$ cat config.mk
export PLATFORM = sky130hd
export DESIGN_NAME = alu_share_arbiter_flat
export DESIGN_NICKNAME = d
export VERILOG_FILES = /design/src/rtl/alu_share_arbiter_if.sv /design/src/rtl/alu_share_arbiter.sv /design/src/flat_wrapper.sv
export SDC_FILE = /design/constraint.sdc
export NUM_CORES = 1
export LEC_CHECK = 0
export ABC_CLOCK_PERIOD_IN_PS = 2000
export CAP_MARGIN = 20
export CORE_ASPECT_RATIO = 1.5
export CORE_UTILIZATION = 35
export CTS_CLUSTER_SIZE = 10
export DETAILED_ROUTE_END_ITERATION = 8
export PLACE_DENSITY = 0.69
export SETUP_SLACK_MARGIN = 0.4
export SLEW_MARGIN = 10
export SYNTH_ARGS = -nofsm -noshare
export SYNTH_HDL_FRONTEND = slang
export SYNTH_SLANG_ARGS = --single-unit
$ cat constraint.sdc
create_clock -name clk -period 2 [get_ports clk]
set_input_delay 0.2 -clock clk [delete_from_list [all_inputs] [get_ports clk]]
set_output_delay 0.2 -clock clk [all_outputs]
set_load 0.02 [all_outputs]
$ cat src/rtl/alu_share_arbiter_if.sv
// ---------------------------------------------------------------------------
// alu_share_arbiter_if
//   Bundles every bus-level signal of the shared-ALU arbiter: the per-requester
//   request channel, the ALU pin-level drive/return, and the response channel.
//
//   Modports:
//     slave  - the arbiter side (consumes requests, drives ALU and response)
//     master - the environment side (requesters, ALU and response consumer)
//
//   Signals:
//     req_valid / req_ready          NUM_REQ   request handshake (ready one-hot)
//     req_operand_a / req_operand_b  NUM_REQ*32 packed operands, 32 bits each
//     req_alu_control                NUM_REQ*4  packed 4-bit ALU op codes
//     alu_operand_a/_b, alu_control  to the ALU
//     alu_result, alu_zero           from the ALU
//     rsp_valid / rsp_ready          response handshake
//     rsp_id, rsp_result, rsp_zero, rsp_error  response payload
//     busy                           arbiter has an operation in flight
// ---------------------------------------------------------------------------
interface alu_share_arbiter_if #(
    parameter int NUM_REQ = 2,
    parameter int ID_W    = 2
);
    logic [NUM_REQ-1:0]    req_valid;
    logic [NUM_REQ-1:0]    req_ready;
    logic [NUM_REQ*32-1:0] req_operand_a;
    logic [NUM_REQ*32-1:0] req_operand_b;
    logic [NUM_REQ*4-1:0]  req_alu_control;

    logic [31:0]           alu_operand_a;
    logic [31:0]           alu_operand_b;
    logic [3:0]            alu_control;
    logic [31:0]           alu_result;
    logic                  alu_zero;

    logic                  rsp_valid;
    logic                  rsp_ready;
    logic [ID_W-1:0]       rsp_id;
    logic [31:0]           rsp_result;
    logic                  rsp_zero;
    logic                  rsp_error;
    logic                  busy;

    modport slave (
        input  req_valid, req_operand_a, req_operand_b, req_alu_control,
        input  alu_result, alu_zero,
        input  rsp_ready,
        output req_ready,
        output alu_operand_a, alu_operand_b, alu_control,
        output rsp_valid, rsp_id, rsp_result, rsp_zero, rsp_error,
        output busy
    );

    modport master (
        output req_valid, req_operand_a, req_operand_b, req_alu_control,
        output alu_result, alu_zero,
        output rsp_ready,
        input  req_ready,
        input  alu_operand_a, alu_operand_b, alu_control,
        input  rsp_valid, rsp_id, rsp_result, rsp_zero, rsp_error,
        input  busy
    );
endinterface

$ cat src/rtl/alu_share_arbiter.sv
// ---------------------------------------------------------------------------
// alu_share_arbiter
//   Shares one combinational execute-stage ALU between NUM_REQ requesters
//   using round-robin arbitration. One operation is in flight at a time:
//     IDLE : pick a winner, latch its operands/op into the ALU drive registers
//     EXEC : ALU settles on the drive registers; capture result at the edge
//     RESP : hold the registered response until rsp_valid && rsp_ready
//
//   Ports:
//     clk    rising-edge clock
//     rst_n  asynchronous active-low reset
//     bus    alu_share_arbiter_if.slave (request, ALU and response channels)
//
//   Parameters:
//     NUM_REQ  number of requesters, 2..4
//     ID_W     width of rsp_id, >= clog2(NUM_REQ)
//
//   Optional feature (macro ALU_OP_CHECK_EN):
//     When defined, ops with code > 9 are accepted but never reach the ALU;
//     the ALU sees op 0 with zero operands and the response carries
//     result 0, zero 1, error 1. When undefined, all ops are forwarded
//     unchanged and rsp_error is constant 0.
// ---------------------------------------------------------------------------
module alu_share_arbiter #(
    parameter int NUM_REQ = 2,
    parameter int ID_W    = 2
) (
    input  logic                  clk,
    input  logic                  rst_n,
    alu_share_arbiter_if.slave    bus
);

    typedef enum logic [1:0] {
        ST_IDLE = 2'd0,
        ST_EXEC = 2'd1,
        ST_RESP = 2'd2
    } state_e;

    // Starting the pointer at the last requester makes requester 0 win first.
    localparam logic [ID_W-1:0] RR_RESET = ID_W'(NUM_REQ - 1);
    localparam logic [ID_W:0]   NUM_REQ_W = (ID_W+1)'(NUM_REQ);

`ifdef ALU_OP_CHECK_EN
    // Codes 10..15 are not defined ALU operations.
    function automatic logic is_illegal_op(input logic [3:0] op);
        return (op > 4'd9);
    endfunction
`endif

    state_e              state_q, state_d;
    logic [ID_W-1:0]     rr_ptr_q, rr_ptr_d;
    logic [ID_W-1:0]     id_q, id_d;
    logic [31:0]         alu_a_q, alu_a_d;
    logic [31:0]         alu_b_q, alu_b_d;
    logic [3:0]          alu_ctl_q, alu_ctl_d;
    logic                rsp_valid_q, rsp_valid_d;
    logic [ID_W-1:0]     rsp_id_q, rsp_id_d;
    logic [31:0]         rsp_result_q, rsp_result_d;
    logic                rsp_zero_q, rsp_zero_d;
    logic                busy_q, busy_d;
`ifdef ALU_OP_CHECK_EN
    logic                err_pend_q, err_pend_d;
    logic                rsp_error_q, rsp_error_d;
`endif

    logic [2*NUM_REQ-1:0] valid_dbl_s;
    logic [NUM_REQ-1:0]   valid_rot_s;
    logic [ID_W:0]        search_base_s;
    logic [ID_W:0]        grant_off_s;
    logic [ID_W:0]        winner_sum_s;
    logic                 grant_found_s;
    logic [ID_W-1:0]      grant_idx_s;
    logic [NUM_REQ-1:0]   grant_onehot_s;
    logic [31:0]          sel_a_s;
    logic [31:0]          sel_b_s;
    logic [3:0]           sel_ctl_s;

    // Round-robin search: rotate valids so the slot after rr_ptr sits at bit 0,
    // take the lowest set bit, then map the offset back to a requester index.
    always_comb begin
        valid_dbl_s   = {bus.req_valid, bus.req_valid};
        search_base_s = {1'b0, rr_ptr_q} + (ID_W+1)'(1);
        valid_rot_s   = NUM_REQ'(valid_dbl_s >> search_base_s);
        grant_found_s = |valid_rot_s;
        grant_off_s   = '0;
        for (int i = NUM_REQ - 1; i >= 0; i--) begin
            grant_off_s = valid_rot_s[i] ? (ID_W+1)'(i) : grant_off_s;
        end
        // base <= NUM_REQ and offset <= NUM_REQ-1, so one wrap step suffices.
        winner_sum_s = search_base_s + grant_off_s;
        if (winner_sum_s >= NUM_REQ_W) begin
            grant_idx_s = ID_W'(winner_sum_s - NUM_REQ_W);
        end else begin
            grant_idx_s = ID_W'(winner_sum_s);
        end
    end

    // One-hot grant vector and payload mux of the winning requester.
    always_comb begin
        grant_onehot_s = '0;
        sel_a_s        = 32'h0000_0000;
        sel_b_s        = 32'h0000_0000;
        sel_ctl_s      = 4'h0;
        for (int i = 0; i < NUM_REQ; i++) begin
            grant_onehot_s[i] = grant_found_s && (grant_idx_s == ID_W'(i));
            sel_a_s   = sel_a_s   | ({32{grant_onehot_s[i]}} & bus.req_operand_a[32*i +: 32]);
            sel_b_s   = sel_b_s   | ({32{grant_onehot_s[i]}} & bus.req_operand_b[32*i +: 32]);
            sel_ctl_s = sel_ctl_s | ({4{grant_onehot_s[i]}}  & bus.req_alu_control[4*i +: 4]);
        end
    end

    // FSM state register.
    always_ff @(posedge clk or negedge rst_n) begin
        if (!rst_n) begin
            state_q <= ST_IDLE;
        end else begin
            state_q <= state_d;
        end
    end

    // FSM next-state logic.
    always_comb begin
        state_d = state_q;
        case (state_q)
            ST_IDLE: begin
                if (grant_found_s) begin
                    state_d = ST_EXEC;
                end else begin
                    state_d = ST_IDLE;
                end
            end
            ST_EXEC: begin
                state_d = ST_RESP;
            end
            ST_RESP: begin
                if (rsp_valid_q && bus.rsp_ready) begin
                    state_d = ST_IDLE;
                end else begin
                    state_d = ST_RESP;
                end
            end
            default: begin
                state_d = ST_IDLE;
            end
        endcase
    end

    // FSM outputs: accept is combinational and only offered while idle.
    always_comb begin
        if (state_q == ST_IDLE) begin
            bus.req_ready = grant_onehot_s;
        end else begin
            bus.req_ready = '0;
        end
    end

    // Datapath next-state: latch on grant, capture ALU on EXEC, drop on handshake.
    always_comb begin
        rr_ptr_d     = rr_ptr_q;
        id_d         = id_q;
        alu_a_d      = alu_a_q;
        alu_b_d      = alu_b_q;
        alu_ctl_d    = alu_ctl_q;
        rsp_valid_d  = rsp_valid_q;
        rsp_id_d     = rsp_id_q;
        rsp_result_d = rsp_result_q;
        rsp_zero_d   = rsp_zero_q;
`ifdef ALU_OP_CHECK_EN
        err_pend_d   = err_pend_q;
        rsp_error_d  = rsp_error_q;
`endif
        case (state_q)
            ST_IDLE: begin
                if (grant_found_s) begin
                    rr_ptr_d = grant_idx_s;
                    id_d     = grant_idx_s;
`ifdef ALU_OP_CHECK_EN
                    if (is_illegal_op(sel_ctl_s)) begin
                        alu_a_d    = 32'h0000_0000;
                        alu_b_d    = 32'h0000_0000;
                        alu_ctl_d  = 4'h0;
                        err_pend_d = 1'b1;
                    end else begin
                        alu_a_d    = sel_a_s;
                        alu_b_d    = sel_b_s;
                        alu_ctl_d  = sel_ctl_s;
                        err_pend_d = 1'b0;
                    end
`else
                    alu_a_d   = sel_a_s;
                    alu_b_d   = sel_b_s;
                    alu_ctl_d = sel_ctl_s;
`endif
                end else begin
                    // Drive registers keep their last values to limit toggling.
                    rr_ptr_d = rr_ptr_q;
                end
            end
            ST_EXEC: begin
                rsp_valid_d = 1'b1;
                rsp_id_d    = id_q;
`ifdef ALU_OP_CHECK_EN
                if (err_pend_q) begin
                    rsp_result_d = 32'h0000_0000;
                    rsp_zero_d   = 1'b1;
                    rsp_error_d  = 1'b1;
                end else begin
                    rsp_result_d = bus.alu_result;
                    rsp_zero_d   = bus.alu_zero;
                    rsp_error_d  = 1'b0;
                end
`else
                rsp_result_d = bus.alu_result;
                rsp_zero_d   = bus.alu_zero;
`endif
            end
            ST_RESP: begin
                if (rsp_valid_q && bus.rsp_ready) begin
                    rsp_valid_d = 1'b0;
                end else begin
                    rsp_valid_d = rsp_valid_q;
                end
            end
            default: begin
                rsp_valid_d = 1'b0;
            end
        endcase
    end

    // Busy is registered and mirrors the state being EXEC or RESP.
    always_comb begin
        busy_d = (state_d != ST_IDLE);
    end

    // Datapath and response registers.
    always_ff @(posedge clk or negedge rst_n) begin
        if (!rst_n) begin
            rr_ptr_q     <= RR_RESET;
            id_q         <= '0;
            alu_a_q      <= 32'h0000_0000;
            alu_b_q      <= 32'h0000_0000;
            alu_ctl_q    <= 4'h0;
            rsp_valid_q  <= 1'b0;
            rsp_id_q     <= '0;
            rsp_result_q <= 32'h0000_0000;
            rsp_zero_q   <= 1'b0;
            busy_q       <= 1'b0;
`ifdef ALU_OP_CHECK_EN
            err_pend_q   <= 1'b0;
            rsp_error_q  <= 1'b0;
`endif
        end else begin
            rr_ptr_q     <= rr_ptr_d;
            id_q         <= id_d;
            alu_a_q      <= alu_a_d;
            alu_b_q      <= alu_b_d;
            alu_ctl_q    <= alu_ctl_d;
            rsp_valid_q  <= rsp_valid_d;
            rsp_id_q     <= rsp_id_d;
            rsp_result_q <= rsp_result_d;
            rsp_zero_q   <= rsp_zero_d;
            busy_q       <= busy_d;
`ifdef ALU_OP_CHECK_EN
            err_pend_q   <= err_pend_d;
            rsp_error_q  <= rsp_error_d;
`endif
        end
    end

    assign bus.alu_operand_a = alu_a_q;
    assign bus.alu_operand_b = alu_b_q;
    assign bus.alu_control   = alu_ctl_q;
    assign bus.rsp_valid     = rsp_valid_q;
    assign bus.rsp_id        = rsp_id_q;
    assign bus.rsp_result    = rsp_result_q;
    assign bus.rsp_zero      = rsp_zero_q;
    assign bus.busy          = busy_q;
`ifdef ALU_OP_CHECK_EN
    assign bus.rsp_error     = rsp_error_q;
`else
    assign bus.rsp_error     = 1'b0;
`endif

endmodule

$ cat src/flat_wrapper.sv
// flat-port wrapper written by rule: the top's interface ports become plain ports
module alu_share_arbiter_flat 
#(
    parameter int NUM_REQ = 2,
    parameter int ID_W    = 2
)
  (clk, rst_n, bus_req_valid, bus_req_operand_a, bus_req_operand_b, bus_req_alu_control, bus_alu_result, bus_alu_zero, bus_rsp_ready, bus_req_ready, bus_alu_operand_a, bus_alu_operand_b, bus_alu_control, bus_rsp_valid, bus_rsp_id, bus_rsp_result, bus_rsp_zero, bus_rsp_error, bus_busy);
  alu_share_arbiter_if #(.NUM_REQ(NUM_REQ), .ID_W(ID_W)) bus_i ();
  input  logic clk;
  input  logic rst_n;
  input wire logic [$bits(bus_i.req_valid)-1:0] bus_req_valid;
  input wire logic [$bits(bus_i.req_operand_a)-1:0] bus_req_operand_a;
  input wire logic [$bits(bus_i.req_operand_b)-1:0] bus_req_operand_b;
  input wire logic [$bits(bus_i.req_alu_control)-1:0] bus_req_alu_control;
  input wire logic [$bits(bus_i.alu_result)-1:0] bus_alu_result;
  input wire logic [$bits(bus_i.alu_zero)-1:0] bus_alu_zero;
  input wire logic [$bits(bus_i.rsp_ready)-1:0] bus_rsp_ready;
  output wire logic [$bits(bus_i.req_ready)-1:0] bus_req_ready;
  output wire logic [$bits(bus_i.alu_operand_a)-1:0] bus_alu_operand_a;
  output wire logic [$bits(bus_i.alu_operand_b)-1:0] bus_alu_operand_b;
  output wire logic [$bits(bus_i.alu_control)-1:0] bus_alu_control;
  output wire logic [$bits(bus_i.rsp_valid)-1:0] bus_rsp_valid;
  output wire logic [$bits(bus_i.rsp_id)-1:0] bus_rsp_id;
  output wire logic [$bits(bus_i.rsp_result)-1:0] bus_rsp_result;
  output wire logic [$bits(bus_i.rsp_zero)-1:0] bus_rsp_zero;
  output wire logic [$bits(bus_i.rsp_error)-1:0] bus_rsp_error;
  output wire logic [$bits(bus_i.busy)-1:0] bus_busy;
  assign bus_i.req_valid = bus_req_valid;
  assign bus_i.req_operand_a = bus_req_operand_a;
  assign bus_i.req_operand_b = bus_req_operand_b;
  assign bus_i.req_alu_control = bus_req_alu_control;
  assign bus_i.alu_result = bus_alu_result;
  assign bus_i.alu_zero = bus_alu_zero;
  assign bus_i.rsp_ready = bus_rsp_ready;
  assign bus_req_ready = bus_i.req_ready;
  assign bus_alu_operand_a = bus_i.alu_operand_a;
  assign bus_alu_operand_b = bus_i.alu_operand_b;
  assign bus_alu_control = bus_i.alu_control;
  assign bus_rsp_valid = bus_i.rsp_valid;
  assign bus_rsp_id = bus_i.rsp_id;
  assign bus_rsp_result = bus_i.rsp_result;
  assign bus_rsp_zero = bus_i.rsp_zero;
  assign bus_rsp_error = bus_i.rsp_error;
  assign bus_busy = bus_i.busy;
  alu_share_arbiter #(.NUM_REQ(NUM_REQ), .ID_W(ID_W)) u_core (.clk(clk), .rst_n(rst_n), .bus(bus_i));
endmodule
# ---- Word-level counts from Yosys, hierarchy flattened
# Index checks and enable logic that the tools add are counted.
dict set report word_totals {
  reg_bits 111
  inputBits 174
  output_inout_bits 108
  wordCells 48
}
dict set report classes {
  add_sub_neg 3
  n_lt_le_gt_ge 1
  n_eq_ne 4
  shift 1
  muxes 9
  bitwise_logic 10
  n_reduce_logical 9
}
# op count
set ops {}
lappend ops {{32-bit bitwise AND} 4}
lappend ops {{32-bit bitwise OR} 2}
lappend ops {{4-bit bitwise AND} 2}
lappend ops {{2-bit two-way mux} 3}
lappend ops {{2-bit case mux with 3 select lines} 1}
lappend ops {{2-bit by 1-bit == test with 1-bit output (second input constant)} 2}
lappend ops {{2-bit zero test} 2}
lappend ops {{4-bit bitwise OR} 1}
lappend ops {{2-bit AND reduction} 2}
lappend ops {{4-bit by 3-bit right shift with 2-bit output} 1}
lappend ops {{2-bit by 1-bit adder with 3-bit output (second input constant)} 1}
lappend ops {{3-bit adder} 1}
lappend ops {{3-bit by 2-bit greater-or-equal comparator with 1-bit output (second input constant)} 1}
lappend ops {{1-bit logical AND} 3}
lappend ops {{1-bit two-way mux} 3}
lappend ops {{3-bit two-way mux} 1}
lappend ops {{1-bit case mux with 3 select lines} 1}
lappend ops {{2-bit == test (second input constant)} 1}
lappend ops {{2-bit by 1-bit != test with 1-bit output (second input constant)} 1}
lappend ops {{2-bit nonzero test} 1}
lappend ops {{2-bit OR reduction} 1}
lappend ops {{2-bit subtractor (second input constant)} 1}
lappend ops {{1-bit inverter} 1}

# ---- Depth between registers and ports, before layout
dict set report logic_depth {
  ltp_word 11
  ltp_mapped 6
  mapped_depth_nobuf 3
}

# ---- Worst setup path after synthesis
# OpenSTA, ideal clock, no wires.
dict set report synth_timing {
  path_type {register to output}
  from {register u_core.id_q[1] (netlist name)}
  to {output bus_req_ready[0]}
  t_arrival_ns 1.692
  path_slack_ns 0.108
  stages_incl_launch_ff 7
  n_path_buf 3
  path_cell_list {dfrtp_1 -> nor2b_1 -> clkbuf_1 -> buf_2 -> clkbuf_1 -> nand2_1 -> nor3_1}
}
# element line_no
set synth_lines {}
lappend synth_lines {{to (decl)} flat_wrapper.sv:18} ;# output wire logic [$bits(bus_i.req_ready)-1:0] bus_req_ready;

==> metrics.txt <==
mapped cell area about 5400 um^2; Mean Syn Cell Area 13.1 um^2; most frequent cell after synthesis dfrtp_1; clock skew 10.3 ps; worst hold endpoint u_core.rr_ptr_q[0]; IO buf count 280; Worst path slowest cell dfrtp_2; placed cell areas 8500 um^2; drt pass-1 iters 4; Die Ht 155 um; HP Class input pin to register; clock root cell clkbuf_16; area of the multi-input gates 2590 um^2; largest net degree at the start of global routing around 110; Clock Sinks 110; core area 15,100 um^2; Max transition margin 60.4%; Pleak 3.72 nW; M3 GR Usage 5.18%; Post-route DRC 0; M1 GR Usage ~22%; type of the worst setup path register to register; row cnt 55; reg-to-reg setup timing slack around 270 ps; die area roughly 16,000 um^2; CP Launch Type register; reg2reg start u_core.id_q[1]; Worst VDD drop 0.883 mV; Placed Cells 862; RSZ-0062 raised after global routing true; CTS tree built; Clock transition at path regs 70 ps; hold_sp bus_req_valid[1]; GP Congestion 0.817; Final #Nets between 800 and 900; wire per inst approximately 19 um; number of enable flip-flop cells after synthesis 0; Die X-Extent 104 um; final wirelength 16,600 um; post-layout instance area 9070 um^2; r2r worst-path depth 5; via count 4,552; Post-Layout Cell Count about 900; library cells used by synthesis 26; Congestion Overflow GR 0; yosys warns 0; ANT cells 0; PwrDens approximately 1500 nW/um^2; Period minus WS final 1730 ps; WP data required roughly 2200 ps; top cell type by total area after synthesis dfrtp_1; CTS Buffer Depth 2; Final period util about 87%; DP HPWL 11,300 um; ranking of synthesized cells by area dfrtp_1, mux2_2, a32o_1; critical path, cell by cell o21bai_4 > a211oi_4 > buf_4 > buf_12 > mux2_2; GRT busiest layer met2; number of global-route vias before repair 4,859; Final ANT Viol Nets 0; number of vias per cell roughly 5.1; async set-or-reset flop fraction in the synthesized netlist between 90% and 100%; first-pass GRT wire length 25,500 um; Gate Count Post-Synth approximately 420; final setup vio count 0; # fillers 1,227; dominant synthesized flop cell dfrtp_1; initial antenna violation count 0; Syn Nets 589; Setup WS pre-CTS -44.7 ps; Synth top area share 50.2%; total global-route track usage approximately a fifth; FF-to-FF End u_core.bus.alu_control[1]; Seq/Total Area, Yosys 50.6%; WHS Path Cells 4; status finished clean; worst-skew pair later-pin latency 340 ps; final core occ 59.9%; synth cell count leaders dfrtp_1, mux2_2, a32o_1, and2_1, clkbuf_1; # IOs 282; maximum level of the CTS H-tree 3; initial core utilization 35.9%; met2 Use GR a little over a third; CP Capture Type register; first-iteration detailed-routing DRC count around 200; Fin. Hold Viols 0; Seq. cell area 2760 um^2; CP arrival ~2000 ps; total CTS buffers 9; cell family with most CP delay compound AO/OA/AOI/OAI gates; Crit Path Max Fanout 19; Peak Freq 577 MHz; layout cells sized above 1 a little under a quarter; Slew Limit Fails 0; buffers and inverters on the worst path 2; Max Cap Violations 0; final worst slack approximately 270 ps; Synth-to-Final Area Change 66.8%; Critical Path Max Stage Delay 440 ps; FF+latch count, synth 110; worst-margin pin slew around 600 ps
[worst max path at each step]
| stage | start | end | slack, ps | cells past startpoint |
|---|---|---|---|---|
| 5_1_grt | u_core.state_q[1] | u_core.bus.alu_operand_b[26] | 220 | 4 |
| 6_report | u_core.id_q[1] | u_core.bus.alu_control[1] | 270 | 5 |
| 4_1_cts | u_core.id_q[1] | u_core.bus.alu_control[1] | 270 | 5 |
| 3_5_place_dp | bus_req_valid[0] | bus_req_ready[0] | -40 | 5 |
| 2_1_floorplan | u_core.rr_ptr_q[0] | u_core.bus.alu_operand_a[24] | 290 | 5 |
| 3_3_place_gp | bus_req_valid[0] | bus_req_ready[0] | -40 | 5 |
[tightest hold or removal path: stages]
cell	delay [ps]
buf_2	150
nand2_2	90
buf_4	110
o32ai_1	70
[layout make-up]
cell class / count / area share (%)
Timing Repair Buffer: 305 / 34.9
Clock buffer: 10 / 2.63
Tap cell: 199 / 2.74
Clock inverter: 6 / 0.731
Multi-Input combinational cell: 259 / 28.6
Sequential cell: 110 / 30.4
Inverter: 2 / 0.0827
[state kept, by name, summed over array words and instances, names as in the netlist]
signal and cells:
u_core.rr_ptr_q 1, u_core.state_q 2, u_core.bus.busy 1, u_core.bus.rsp_valid 1
u_core.bus.alu_operand_b 32, u_core.bus.rsp_id 2, u_core.bus.rsp_zero 1, u_core.id_q 2
u_core.bus.alu_operand_a 32, u_core.bus.alu_control 4, u_core.bus.rsp_result 32
[power by group]
part | leakage (nW) | total, W | switching (W) | internal (W)
Clock | 0.154 | 0.00184 | 0.000826 | 0.00102
Sequential | 1.34 | 0.00392 | 0.000618 | 0.00331
Combinational | 2.23 | 0.00756 | 0.00331 | 0.00425
Total | 3.72 | 0.0133 | 0.00475 | 0.00857
[layer usage]
layer / vias up / wire length (um)
li1: 2092 / -
met4: 0 / 562
met1: 2223 / 6250
met3: 37 / 1150
met2: 200 / 8680
met5: - / 0
[placed cells by master (no fill, tap or decap), types with 2 or more instances in the layout]
| cell type | n |
|---|---|
| dfrtp_1 | 107 |
| inv_1 | 2 |
| mux2_2 | 71 |
| dfrtp_2 | 2 |
| buf_8 | 2 |
| nor2b_4 | 2 |
| clkdlybuf4s50_1 | 276 |
| and2_1 | 68 |
| inv_6 | 3 |
| a32o_1 | 68 |
| o32ai_1 | 2 |
| clkbuf_16 | 12 |
| clkinv_2 | 2 |
| buf_6 | 5 |
| buf_4 | 10 |
| mux2_4 | 32 |
| buf_12 | 6 |
[metrics by stage]
stage / TNS, ps / hold WS [ps] / power, W
finish: 0 / 283 / 0.0133
global route: 0 / 306 / 0.0140
CTS: 0 / 248 / 0.0130
detailed placement: -1470 / 332 / 0.0109
global placement: -42.9 / 323 / 0.0108
floorplan: 0 / -95.6 / 0.00785
[cells by family (layout without fill, tap and decap cells)]
logic type / after synthesis / count (layout) / share of synthesized area (%)
flip-flops: 110 / 110 / 50.6
multiplexers: 103 / 103 / 22.0
AO/OA/AOI/OAI: 77 / 77 / 14.0
AND/OR/NAND/NOR: 78 / 78 / 8.79
other: 1 / 1 / 0.0690
buffers and inverters: 46 / 323 / 4.51
[repair_timing]
| action | 4_1_cts | 5_1_grt |
|---|---|---|
| gates resized for setup | 13 | 25 |
| buffers inserted | 3 | 3 |
| endpoints found under the setup margin | 71 | 105 |
| pin swaps | 1 | 1 |
| hold buffers | 1 | 0 |
| gates cloned | 1 | 5 |
| hold endpoints to repair | 109 | 0 |
Note: power is estimated with default switching activity, not from simulation.
